===== config.mk =====
export PLATFORM = sky130hd
export DESIGN_NAME = notch_sweep_ctrl
export DESIGN_NICKNAME = d
export VERILOG_FILES = /design/src/rtl/notch_sweep_ctrl.sv
export SDC_FILE = /design/constraint.sdc
export NUM_CORES = 1
export LEC_CHECK = 0
export ABC_AREA = 1
export BUFFER_PORTS_ARGS = -buffer_cell sky130_fd_sc_hd__buf_4
export CAP_MARGIN = 15
export CORE_MARGIN = 2
export CORE_UTILIZATION = 49
export DETAILED_ROUTE_END_ITERATION = 16
export PLACE_DENSITY = 0.75
export SLEW_MARGIN = 10
export SYNTH_ARGS = -nofsm -noshare
export SYNTH_HDL_FRONTEND = slang
export SYNTH_SLANG_ARGS = --single-unit

===== constraint.sdc =====
create_clock -name clk -period 1.7 [get_ports clk]
set_input_delay 0.17 -clock clk [delete_from_list [all_inputs] [get_ports clk]]
set_output_delay 0.17 -clock clk [all_outputs]
set_load 0.02 [all_outputs]

===== src/rtl/notch_sweep_ctrl.sv =====
// notch_sweep_ctrl
//   Sweep sequencer for notch-filter characterisation. Steps the AC stimulus
//   source through N_POINTS frequency indices. At each point it waits
//   SETTLE_CYC cycles, then handshakes one gain measurement and keeps track of
//   the lowest gain seen (notch depth) and the index where it occurred.
//
//   Optional feature (macro NOTCH_SWEEP_DC_CAL_EN):
//     Before the sweep a DCCAL phase runs with the source disabled. It settles,
//     captures one measurement as dc_ofs, and every later capture becomes
//     meas_mag - dc_ofs, saturated to the signed MAG_W range.
//
// Ports
//   clk, rst          clock, synchronous active-high reset
//   start, abort      host control (abort wins over everything outside IDLE)
//   src_en, freq_idx  stimulus source enable / current sweep point
//   meas_req          measurement request, held until meas_ack
//   meas_ack,meas_mag measurement valid pulse and signed gain (1/256 dB LSB)
//   busy, done        sweep in progress / one-cycle completion pulse
//   min_mag, min_idx  notch depth and position
//
// All outputs are registered. They are decoded from the next state, so they
// line up with the state register without any input-to-output path.
module notch_sweep_ctrl #(
  parameter int N_POINTS   = 64,
  parameter int IDX_W      = 6,
  parameter int MAG_W      = 16,
  parameter int SETTLE_CYC = 16
) (
  input  logic             clk,
  input  logic             rst,
  input  logic             start,
  input  logic             abort,
  output logic             src_en,
  output logic [IDX_W-1:0] freq_idx,
  output logic             meas_req,
  input  logic             meas_ack,
  input  logic [MAG_W-1:0] meas_mag,
  output logic             busy,
  output logic             done,
  output logic [MAG_W-1:0] min_mag,
  output logic [IDX_W-1:0] min_idx
);

  localparam int CNT_W = (SETTLE_CYC < 2) ? 1 : $clog2(SETTLE_CYC);
  localparam logic [CNT_W-1:0] CNT_LAST = CNT_W'(SETTLE_CYC - 1);
  localparam logic [IDX_W-1:0] IDX_LAST = IDX_W'(N_POINTS - 1);
  localparam logic [MAG_W-1:0] MAG_MAX  = {1'b0, {(MAG_W-1){1'b1}}};
  localparam logic [MAG_W-1:0] MAG_MIN  = {1'b1, {(MAG_W-1){1'b0}}};

`ifdef NOTCH_SWEEP_DC_CAL_EN
  typedef enum logic [2:0] {
    S_IDLE, S_DCCAL, S_SETTLE, S_MEASURE, S_UPDATE, S_DONE
  } state_t;
`else
  typedef enum logic [2:0] {
    S_IDLE, S_SETTLE, S_MEASURE, S_UPDATE, S_DONE
  } state_t;
`endif

  state_t           state, state_nxt;
  logic [CNT_W-1:0] cnt, cnt_nxt;
  logic [IDX_W-1:0] idx_nxt, min_idx_nxt;
  logic [MAG_W-1:0] cap, cap_nxt, min_mag_nxt;
  logic [MAG_W-1:0] corr;
  logic             req_nxt;

`ifdef NOTCH_SWEEP_DC_CAL_EN
  // dc_meas: DCCAL has finished its settle wait and is in its handshake.
  logic             dc_meas, dc_meas_nxt;
  logic [MAG_W-1:0] dc_ofs, dc_ofs_nxt;
  logic [MAG_W:0]   diff;

  // One guard bit is enough for a difference of two MAG_W signed values;
  // disagreement between the top two bits means the result left the range.
  always_comb begin
    diff = {meas_mag[MAG_W-1], meas_mag} - {dc_ofs[MAG_W-1], dc_ofs};
    if (diff[MAG_W] != diff[MAG_W-1]) corr = diff[MAG_W] ? MAG_MIN : MAG_MAX;
    else                              corr = diff[MAG_W-1:0];
  end
`else
  always_comb corr = meas_mag;
`endif

  always_comb begin
    state_nxt   = state;
    cnt_nxt     = cnt;
    idx_nxt     = freq_idx;
    cap_nxt     = cap;
    min_mag_nxt = min_mag;
    min_idx_nxt = min_idx;
`ifdef NOTCH_SWEEP_DC_CAL_EN
    dc_meas_nxt = dc_meas;
    dc_ofs_nxt  = dc_ofs;
`endif
    if (abort && state != S_IDLE) begin
      // min_* keep the partial result; a pending UPDATE is dropped too.
      state_nxt = S_IDLE;
    end else begin
      unique case (state)
        S_IDLE: if (start) begin
          idx_nxt     = '0;
          min_mag_nxt = MAG_MAX;
          min_idx_nxt = '0;
          cnt_nxt     = '0;
`ifdef NOTCH_SWEEP_DC_CAL_EN
          dc_meas_nxt = 1'b0;
          state_nxt   = S_DCCAL;
`else
          state_nxt   = S_SETTLE;
`endif
        end
`ifdef NOTCH_SWEEP_DC_CAL_EN
        S_DCCAL: begin
          if (!dc_meas) begin
            if (cnt == CNT_LAST) begin
              cnt_nxt     = '0;
              dc_meas_nxt = 1'b1;
            end else begin
              cnt_nxt = cnt + 1'b1;
            end
          end else if (meas_ack) begin
            dc_ofs_nxt  = meas_mag;
            dc_meas_nxt = 1'b0;
            state_nxt   = S_SETTLE;
          end
        end
`endif
        S_SETTLE: begin
          if (cnt == CNT_LAST) begin
            cnt_nxt   = '0;
            state_nxt = S_MEASURE;
          end else begin
            cnt_nxt = cnt + 1'b1;
          end
        end
        S_MEASURE: if (meas_ack) begin
          cap_nxt   = corr;
          state_nxt = S_UPDATE;
        end
        S_UPDATE: begin
          // Strict compare keeps the earliest index on a tie.
          if ($signed(cap) < $signed(min_mag)) begin
            min_mag_nxt = cap;
            min_idx_nxt = freq_idx;
          end
          if (freq_idx == IDX_LAST) begin
            state_nxt = S_DONE;
          end else begin
            idx_nxt   = freq_idx + 1'b1;
            state_nxt = S_SETTLE;
          end
        end
        S_DONE:  state_nxt = S_IDLE;
        default: state_nxt = S_IDLE;
      endcase
    end
  end

`ifdef NOTCH_SWEEP_DC_CAL_EN
  always_comb req_nxt = (state_nxt == S_MEASURE) || (state_nxt == S_DCCAL && dc_meas_nxt);
`else
  always_comb req_nxt = (state_nxt == S_MEASURE);
`endif

  always_ff @(posedge clk) begin
    if (rst) begin
      state    <= S_IDLE;
      cnt      <= '0;
      freq_idx <= '0;
      cap      <= '0;
      min_mag  <= MAG_MAX;
      min_idx  <= '0;
      src_en   <= 1'b0;
      meas_req <= 1'b0;
      busy     <= 1'b0;
      done     <= 1'b0;
`ifdef NOTCH_SWEEP_DC_CAL_EN
      dc_meas  <= 1'b0;
      dc_ofs   <= '0;
`endif
    end else begin
      state    <= state_nxt;
      cnt      <= cnt_nxt;
      freq_idx <= idx_nxt;
      cap      <= cap_nxt;
      min_mag  <= min_mag_nxt;
      min_idx  <= min_idx_nxt;
      src_en   <= (state_nxt == S_SETTLE) || (state_nxt == S_MEASURE) ||
                  (state_nxt == S_UPDATE);
      meas_req <= req_nxt;
      busy     <= (state_nxt != S_IDLE) && (state_nxt != S_DONE);
      done     <= (state_nxt == S_DONE);
`ifdef NOTCH_SWEEP_DC_CAL_EN
      dc_meas  <= dc_meas_nxt;
      dc_ofs   <= dc_ofs_nxt;
`endif
    end
  end

endmodule


# After elaboration in Yosys (flattened, before gate mapping)
# Cells that the tools add are included.
[word_totals]
mem_count = 0
output_inout_bits = 32
wordCells = 57
register_bits = 55
mem_bits_rw = 0
inputBits = 21
latchBits = 0
mem_bits_ro = 0
[op_classes]
mux = 17
n_shift = 0
bitwise_logic = 1
magnitude_cmp = 1
add_sub_neg = 2
mul = 0
div_mod_pow = 0
reduce_logical = 13
n_eq_ne = 13
[ops]
columns = ["op", "count"]
rows = [
  ["2-to-1 mux 16 bit", 2],
  ["case mux 16 bit (2 select lines)", 1],
  ["case mux 6 bit (2 select lines)", 2],
  ["2-to-1 mux 6 bit", 3],
  ["< comparator 16 bit", 1],
  ["2-to-1 mux 3 bit", 5],
  ["== test 3 x 2 -> 1 bit (second input constant)", 4],
  ["case mux 3 bit (4 select lines)", 1],
  ["2-to-1 mux 4 bit", 2],
  ["case mux 4 bit (2 select lines)", 1],
  ["AND reduction 4 bit", 2],
  ["adder 6 x 1 -> 6 bit (second input constant)", 1],
  ["== test 3 x 1 -> 1 bit (second input constant)", 2],
  ["== test 6 bit (second input constant)", 1],
  ["!= test 2 bit (second input constant)", 3],
  ["AND reduction 3 bit", 2],
  ["nonzero test 3 bit", 2],
  ["adder 4 x 1 -> 4 bit (second input constant)", 1],
  ["== test 4 bit (second input constant)", 1],
  ["nonzero test 2 bit", 2],
  ["== test 3 bit (second input constant)", 1],
  ["logical NOT 3 bit", 1],
  ["!= test 3 bit (second input constant)", 1],
  ["logical AND 1 bit", 2],
  ["other kinds (2)", 3],
]

# Longest topological paths before layout
# Gate-level depths: netlist of run 1.
[depth]
word_depth = 7
mapped_depth = 16
depth_no_buf = 15

# Least setup slack after synthesis of run 1
# Ideal clock, no wire load.
[synth_path]
path_kind = "register to register"
start = "register min_mag[5]"
end = "register min_mag[10]"
path_stages_with_launch = 15
n_path_buf = 1
setup_slack_ns = -0.317
t_arrival_ns = 1.954
period_less_slack_ns = 2.017
cell_sequence = "dfxtp_1 -> inv_1 -> ha_1 -> a21oi_1 -> nor2_1 -> nor3_1 -> nand2_1 -> nand2_1 -> nand2_1 -> nand2_1 -> nand3_1 -> nand2_1 -> clkbuf_1 -> nand2_1 -> nand3_1"
[synth_between]
elab_chain_len = 3
[synth_lines]
columns = ["item", "line", "source"]
rows = [
  ["from (decl)", "40", "output logic [MAG_W-1:0] min_mag,"],
  ["from (signal assigned)", "186", "min_mag <= min_mag_nxt;"],
  ["< comparator 16 bit", "142", "if ($signed(cap) < $signed(min_mag)) begin"],
  ["!= test 2 bit (no source line)", "n/a", ""],
  ["AND reduction 4 bit (no source line)", "n/a", ""],
]
# No other way between the ends.
# A chain may end at the register's enable or synchronous reset.

# Worst setup path after layout of run 1
[layout_path]
start = "register min_mag[13]"
end = "register min_idx[1]"
[layout_between]
elab_chain_len = 3
[layout_lines]
columns = ["item", "line", "source"]
rows = [
  ["< comparator 16 bit", "142", ""],
  ["!= test 2 bit (no source line)", "n/a", ""],
  ["AND reduction 4 bit (no source line)", "n/a", ""],
  ["to (signal assigned)", "187", "min_idx <= min_idx_nxt;"],
  ["to (decl)", "41", "output logic [IDX_W-1:0] min_idx"],
]
# No other way between the ends.

==> impl_metrics.tcl, run 1 <==
set metrics [dict create \
    period_share 1.10 \
    leakage_nw 1.75 \
    n_antenna_cell 0 \
    max_freq_mhz 533 \
    ys.flop_type "dfxtp_1" \
    wl_met1_um 2920 \
    period_minus_slack_ns 1.87 \
    slew_headroom 0.807 \
    dp.cells 506 \
    cap_violations 0 \
    port_buffers 52 \
    final_net_count 481 \
    cts.sinks 55 \
    cp_data_required_time_ns 1.91 \
    fill_cells 437 \
    wl_met3_um 260 \
    violations "negative setup slack" \
    crit_start "min_mag[13]$_SDFFE_PP1P_" \
    rows 26 \
    synth_cell_types 25 \
    dp_hpwl_um 4480 \
    cts_tree "done" \
    h-tree-depth 2 \
    gp_congestion 0.758 \
    cp_cell_sequence "inv_1 -> ha_1 -> a21oi_1 -> o21ai_1 -> nor2_1 -> nand2_1 -> nand2_2 -> nand3_4 -> buf_12 -> a21oi_2 -> nor2_1" \
    criticalPathCategory "reg -> reg" \
    start_util 0.511 \
    critPathMaxFanout 16 \
    ys_seq_area_frac 0.419 \
    drc 0 \
    rsz0062_at_grt "yes" \
    syn_avg_cell_area_um2 7.10 \
    post-place-ws_ns -0.188 \
    overflow 0 \
    synth_edf_count 0 \
    cts_buffer_depth 2 \
    cpMostUsedCell "nor2_1" \
    routed_wl_um 6420 \
    cts_made_buffers 5 \
    ys_ff_latch 55 \
    arrival_ns 2.09 \
    fin_util 0.708 \
    wl_met2_um 3180 \
    routedWlPerCell_um 12.5 \
    post_cts_buffers 0 \
    finalClockSkew_ns 0.00572 \
    reg2reg_slack_ns -0.17 \
    core-area_um2 5140 \
    path_buf_inv 2 \
    cp_top_family "simple AND/OR/NAND/NOR gates" \
    clk_pin_slew_ns 0.10 \
    final_max_slew_viol_count 0 \
    async_flop_share 0 \
    antenna_found_initial 0 \
    pwr_density_cell_nw_per_um2 749 \
    min-delay-start "meas_mag[15]" \
    viasPerCell 5.06 \
    dieHeight_um 77.2 \
    netlist_instances 370 \
    clk_latency_ns 0.31 \
    die_w_um 77.2 \
    grtUsageTotal 0.220 \
    fin_ws_ns -0.175 \
    end_kind "flip-flop" \
    hold_violations 0 \
    setup_viol 22 \
    drt_iter0_drc 122 \
    yosys_warnings 0 \
    grt_pass1_vias 2442 \
    synthesis.area_um2 2630 \
    final_layout_size_suffix_gt1_frac 0.322 \
    syn_nets 408 \
    pin_count 53 \
    vias 2600 \
    dieArea_um2 5960 \
    critPathLaunchType "flip-flop" \
    grt_pass1_wl_um 10800 \
    dr.pass1.iters 6 \
    routed.top_layer "met4" \
    slowest_stage "dfxtp_2" \
    slowest_delay_ns 0.34 \
    max-vdd-ir-drop_mv 0.491 \
    clock-root-buffer "clkbuf_8" \
    outcome "complete, but fails checks" \
    worst_slew_pin_slew_ns 0.287 \
    cts_hold_buffers 0 \
    min_path_type "in -> reg" \
    area_growth_pct 38.6 \
    grt_max_degree 40 \
    stdcell_count 514 \
    antenna_left 0 \
    timing.rr.start "min_mag[13]$_SDFFE_PP1P_" \
]
logic make-up after synthesis:
logic type	count (synthesis)	share of synthesized area
fa+ha+maj	17	0.0810
xor+xnor	2	0.00667
buf+inv	70	0.101
flops	55	0.419
simple gates	160	0.263
compound gates	66	0.130
placed cells by master (no fill, tap or decap), drive strengths merged:
| cell | count |
|---|---|
| a211oi | 1 |
| a21oi | 39 |
| a31oi | 1 |
| buf | 83 |
| clkbuf | 6 |
| clkinv | 2 |
| dfxtp | 55 |
| ha | 17 |
| inv | 53 |
| nand2 | 74 |
| nand3 | 43 |
| nand4 | 1 |
| nor2 | 30 |
| nor3 | 8 |
| nor4 | 2 |
| o21ai | 24 |
| o21bai | 1 |
| or2 | 2 |
| xnor2 | 1 |
| xor2 | 1 |
worst paths after layout:
kind | depth (start not counted) | endpoint
worst max register to register | 11 | min_idx[1]$_SDFFE_PP0P_
worst max-delay path | 11 | min_idx[1]$_SDFFE_PP0P_
worst min register to register | 2 | cap[1]$_SDFFE_PP0P_
worst min-delay path | 3 | cap[15]$_SDFFE_PP0P_
sequential cells by signal, indices dropped and copies added, names as in the netlist:
name      flops
meas_req      1
min_idx       6
cap          16
done          1
min_mag      16
src_en        1
busy          1
state         3
freq_idx      6
cnt           4
cell type report:
type / instances / area, um^2 / share of cell area
clock inverters: 2 / 13.8 / 0.00378
repair buffers: 83 / 672 / 0.185
well taps: 70 / 87.6 / 0.0241
clock buffers: 6 / 93.8 / 0.0258
inverters: 53 / 199 / 0.0546
flip-flops and latches: 55 / 1150 / 0.315
multi-input cells: 245 / 1430 / 0.392
worst min-delay path, cell delays in order:
cell	delay (ns)
buf_4	0.08
nor2_1	0.04
nor2_1	0.08
what timing repair did:
item                       in CTS  in global routing
pin swaps                       0                  1
gates resized for setup         8                 13
hold endpoints to repair        0                  0
setup endpoints to repair      22                 31
per-stage QoR:
stage	total power, mW	instance area, um^2	hold WS, ns	setup TNS (ns)
after global placement	1.90	3470	0.407	-2.07
after global routing	2.85	3640	0.0975	-6.72
after CTS	2.73	3600	0.0888	-3.04
final	2.73	3640	0.0917	-3.18
after detailed placement	1.92	3470	0.414	-2.98
after floorplan	1.69	2830	0.305	-0.954
power by group:
| group | internal [mW] | leakage [nW] | total, mW | switching [mW] |
|---|---|---|---|---|
| sequential | 1.34 | 0.449 | 1.38 | 0.0323 |
| combinational | 0.240 | 1.25 | 0.528 | 0.287 |
| clock | 0.381 | 0.0563 | 0.823 | 0.443 |
synth_stat cells (2+ instances only):
cell       n  area [um^2]
a21oi_1   39          195
buf_2      2         10.0
clkbuf_1  14         52.6
dfxtp_1   55         1100
ha_1      17          213
inv_1     51          191
inv_2      2         7.51
nand2_1   73          274
nand3_1   43          215
nor2_1    30          113
nor3_1     7         35.0
nor4_1     2         12.5
o21ai_0   23          115
layer usage:
metal | track usage | up-vias
li1 | - | 1340
met1 | 0.279 | 1208
met2 | 0.384 | 47
met3 | 0.0447 | 5
met4 | 0.0482 | 0
met5 | 0 | -
No activity file was read; power rests on OpenSTA's default activity.
==> inputs of run 2 (changes only) <==
--- a/config.mk
+++ b/config.mk
@@ -9,9 +9,8 @@
 export BUFFER_PORTS_ARGS = -buffer_cell sky130_fd_sc_hd__buf_4
 export CAP_MARGIN = 15
 export CORE_MARGIN = 2
-export CORE_UTILIZATION = 49
+export CORE_UTILIZATION = 35
 export DETAILED_ROUTE_END_ITERATION = 16
-export PLACE_DENSITY = 0.75
 export SLEW_MARGIN = 10
 export SYNTH_ARGS = -nofsm -noshare
 export SYNTH_HDL_FRONTEND = slang
==> impl_metrics.tcl, run 2 (same netlist as run 1, synthesis figures left out) <==
set metrics [dict create \
    rows 31 \
    die_w_um 90.6 \
    cts_made_buffers 5 \
    finalSetupTns_ns -3.85 \
    period_minus_slack_ns 1.90 \
    fin_ws_ns -0.200 \
    layout_commonest_cell "buf_4" \
    arrival_ns 2.11 \
    setup_viol 22 \
    fin_util 0.513 \
    period_share 1.12 \
    grtUsageTotal 0.163 \
    final_layout_size_suffix_gt1_frac 0.337 \
    viasPerCell 4.76 \
    criticalPathCategory "reg -> reg" \
    worst_slew_pin_slew_ns 0.339 \
    area_growth_pct 41.6 \
    drc 0 \
    pin_count 53 \
    final_area_um2 3720 \
    pwr-share-comb 0.194 \
    dr.pass1.iters 4 \
    top_regs "cap (16), min_mag (16)" \
    most-common-layout-cells "buf_4 (79), nand2_1 (71), inv_1 (47)" \
    cts.sinks 55 \
    core-area_um2 7250 \
    max_freq_mhz 526 \
    power.switching_mw 0.747 \
    cap_violations 0 \
    p_clk_frac 0.297 \
    port_buffers 52 \
    end_kind "flip-flop" \
    dieArea_um2 8220 \
    outcome "complete, but fails checks" \
    leakage_nw 1.77 \
    gp_congestion 0.879 \
    cts_tree "done" \
    start_util 0.362 \
    min_path_type "in -> reg" \
    cts_buffer_depth 2 \
    drt_iter0_drc 84 \
    violations "negative setup slack" \
    grt_pass1_vias 2477 \
    rsz0062_at_grt "yes" \
    final_net_count 482 \
    clock-root-buffer "clkbuf_8" \
    max-vdd-ir-drop_mv 0.467 \
    pwr_density_cell_nw_per_um2 726 \
    p_int_mw 1.95 \
    clk_latency_ns 0.31 \
    grt_pass1_wl_um 11100 \
    cp_data_required_time_ns 1.91 \
    grt_max_degree 32 \
    antenna_found_initial 0 \
    n_antenna_cell 0 \
    dp_hpwl_um 4600 \
    overflow 0 \
    placed_area_um2 3490 \
    routed_wl_um 6510 \
    final_max_slew_viol_count 0 \
    hold_violations 0 \
    slew_headroom 0.774 \
    seq_power_share 0.509 \
    antenna_left 0 \
    critPathLaunchType "flip-flop" \
    routedWlPerCell_um 12.0 \
    vias 2588 \
    finalClockSkew_ns 0.00774 \
    clk_pin_slew_ns 0.10 \
    cts_hold_buffers 0 \
    dieHeight_um 90.6 \
    critPathMaxFanout 17 \
    h-tree-depth 2 \
    total_power_mw 2.70 \
    p_sw_frac 0.277 \
]
## run 2: cell types whose count changed in the layout (fill, tap and decap cells not counted), moves of 2 or more
cell and change:
o21ai_1 -2, nand2_1 +2, o21ai_2 +2, a21oi_1 -2, nand2_2 -2, nor2_2 +4, clkbuf_8 +2, nor2_1 -4
## run 2: power by group through the flow
stage	registers [mW]	logic (mW)	clock network (mW)
3_5_place_dp	1.40	0.512	0
3_3_place_gp	1.40	0.507	0
2_1_floorplan	1.47	0.226	0
4_1_cts	1.37	0.516	0.830
6_report	1.38	0.525	0.802
5_1_grt	1.38	0.584	0.879
## run 2: cell type report
type / instances / area [um^2]
Clock buffer: 7 / 96.3
Timing Repair Buffer: 84 / 698
Clock inverter: 1 / 6.26
Sequential cell: 55 / 1150
Multi-Input combinational cell: 245 / 1450
Tap cell: 99 / 124
Inverter: 53 / 199
Fill cell: 720 / 3530
## run 2: metrics by stage
| step | std cells | setup WS, ns | hold WS (ns) |
|---|---|---|---|
| floorplan | 370 | -0.0846 | 0.305 |
| CTS | 543 | -0.210 | 0.0906 |
| finish | 544 | -0.200 | 0.0967 |
| detailed placement | 535 | -0.246 | 0.422 |
| global placement | 535 | -0.168 | 0.413 |
| global route | 544 | -0.359 | 0.105 |
## run 2: critical path: stages, from the launching register on
cell and delay, ns:
dfxtp_4 0.36, inv_2 0.04, ha_4 0.22, a21oi_4 0.12
nor2_2 0.06, nor3_2 0.18, nand2_1 0.09, nand2_1 0.09
nand2_1 0.07, nand2_2 0.09, nand3_4 0.13, buf_12 0.19
a21oi_1 0.12, nor2_1 0.05
## run 2: layer usage
metal	vias up	wire length (um)	track usage
li1	1341	-	-
met1	1188	3090	0.215
met2	50	3060	0.262
met3	9	277	0.0384
met4	0	89	0.0538
met5	-	0	0
## run 2: worst paths after layout
| kind | startpoint | to | slack, ns | cells after the start |
|---|---|---|---|---|
| max | min_mag[5]$_SDFFE_PP1P_ | min_idx[1]$_SDFFE_PP0P_ | -0.20 | 13 |
| min | rst | state[2]$_SDFF_PP0_ | 0.1 | 2 |
| max reg2reg | min_mag[5]$_SDFFE_PP1P_ | min_idx[1]$_SDFFE_PP0P_ | -0.20 | 13 |
| min reg2reg | cap[11]$_SDFFE_PP0P_ | cap[11]$_SDFFE_PP0P_ | 0.48 | 2 |
## run 2: repair_timing
item,CTS,global route
resized for setup,5,24
setup buffers,0,0
endpoints found under the setup margin,22,41
pin swaps,0,1
cloned,0,1
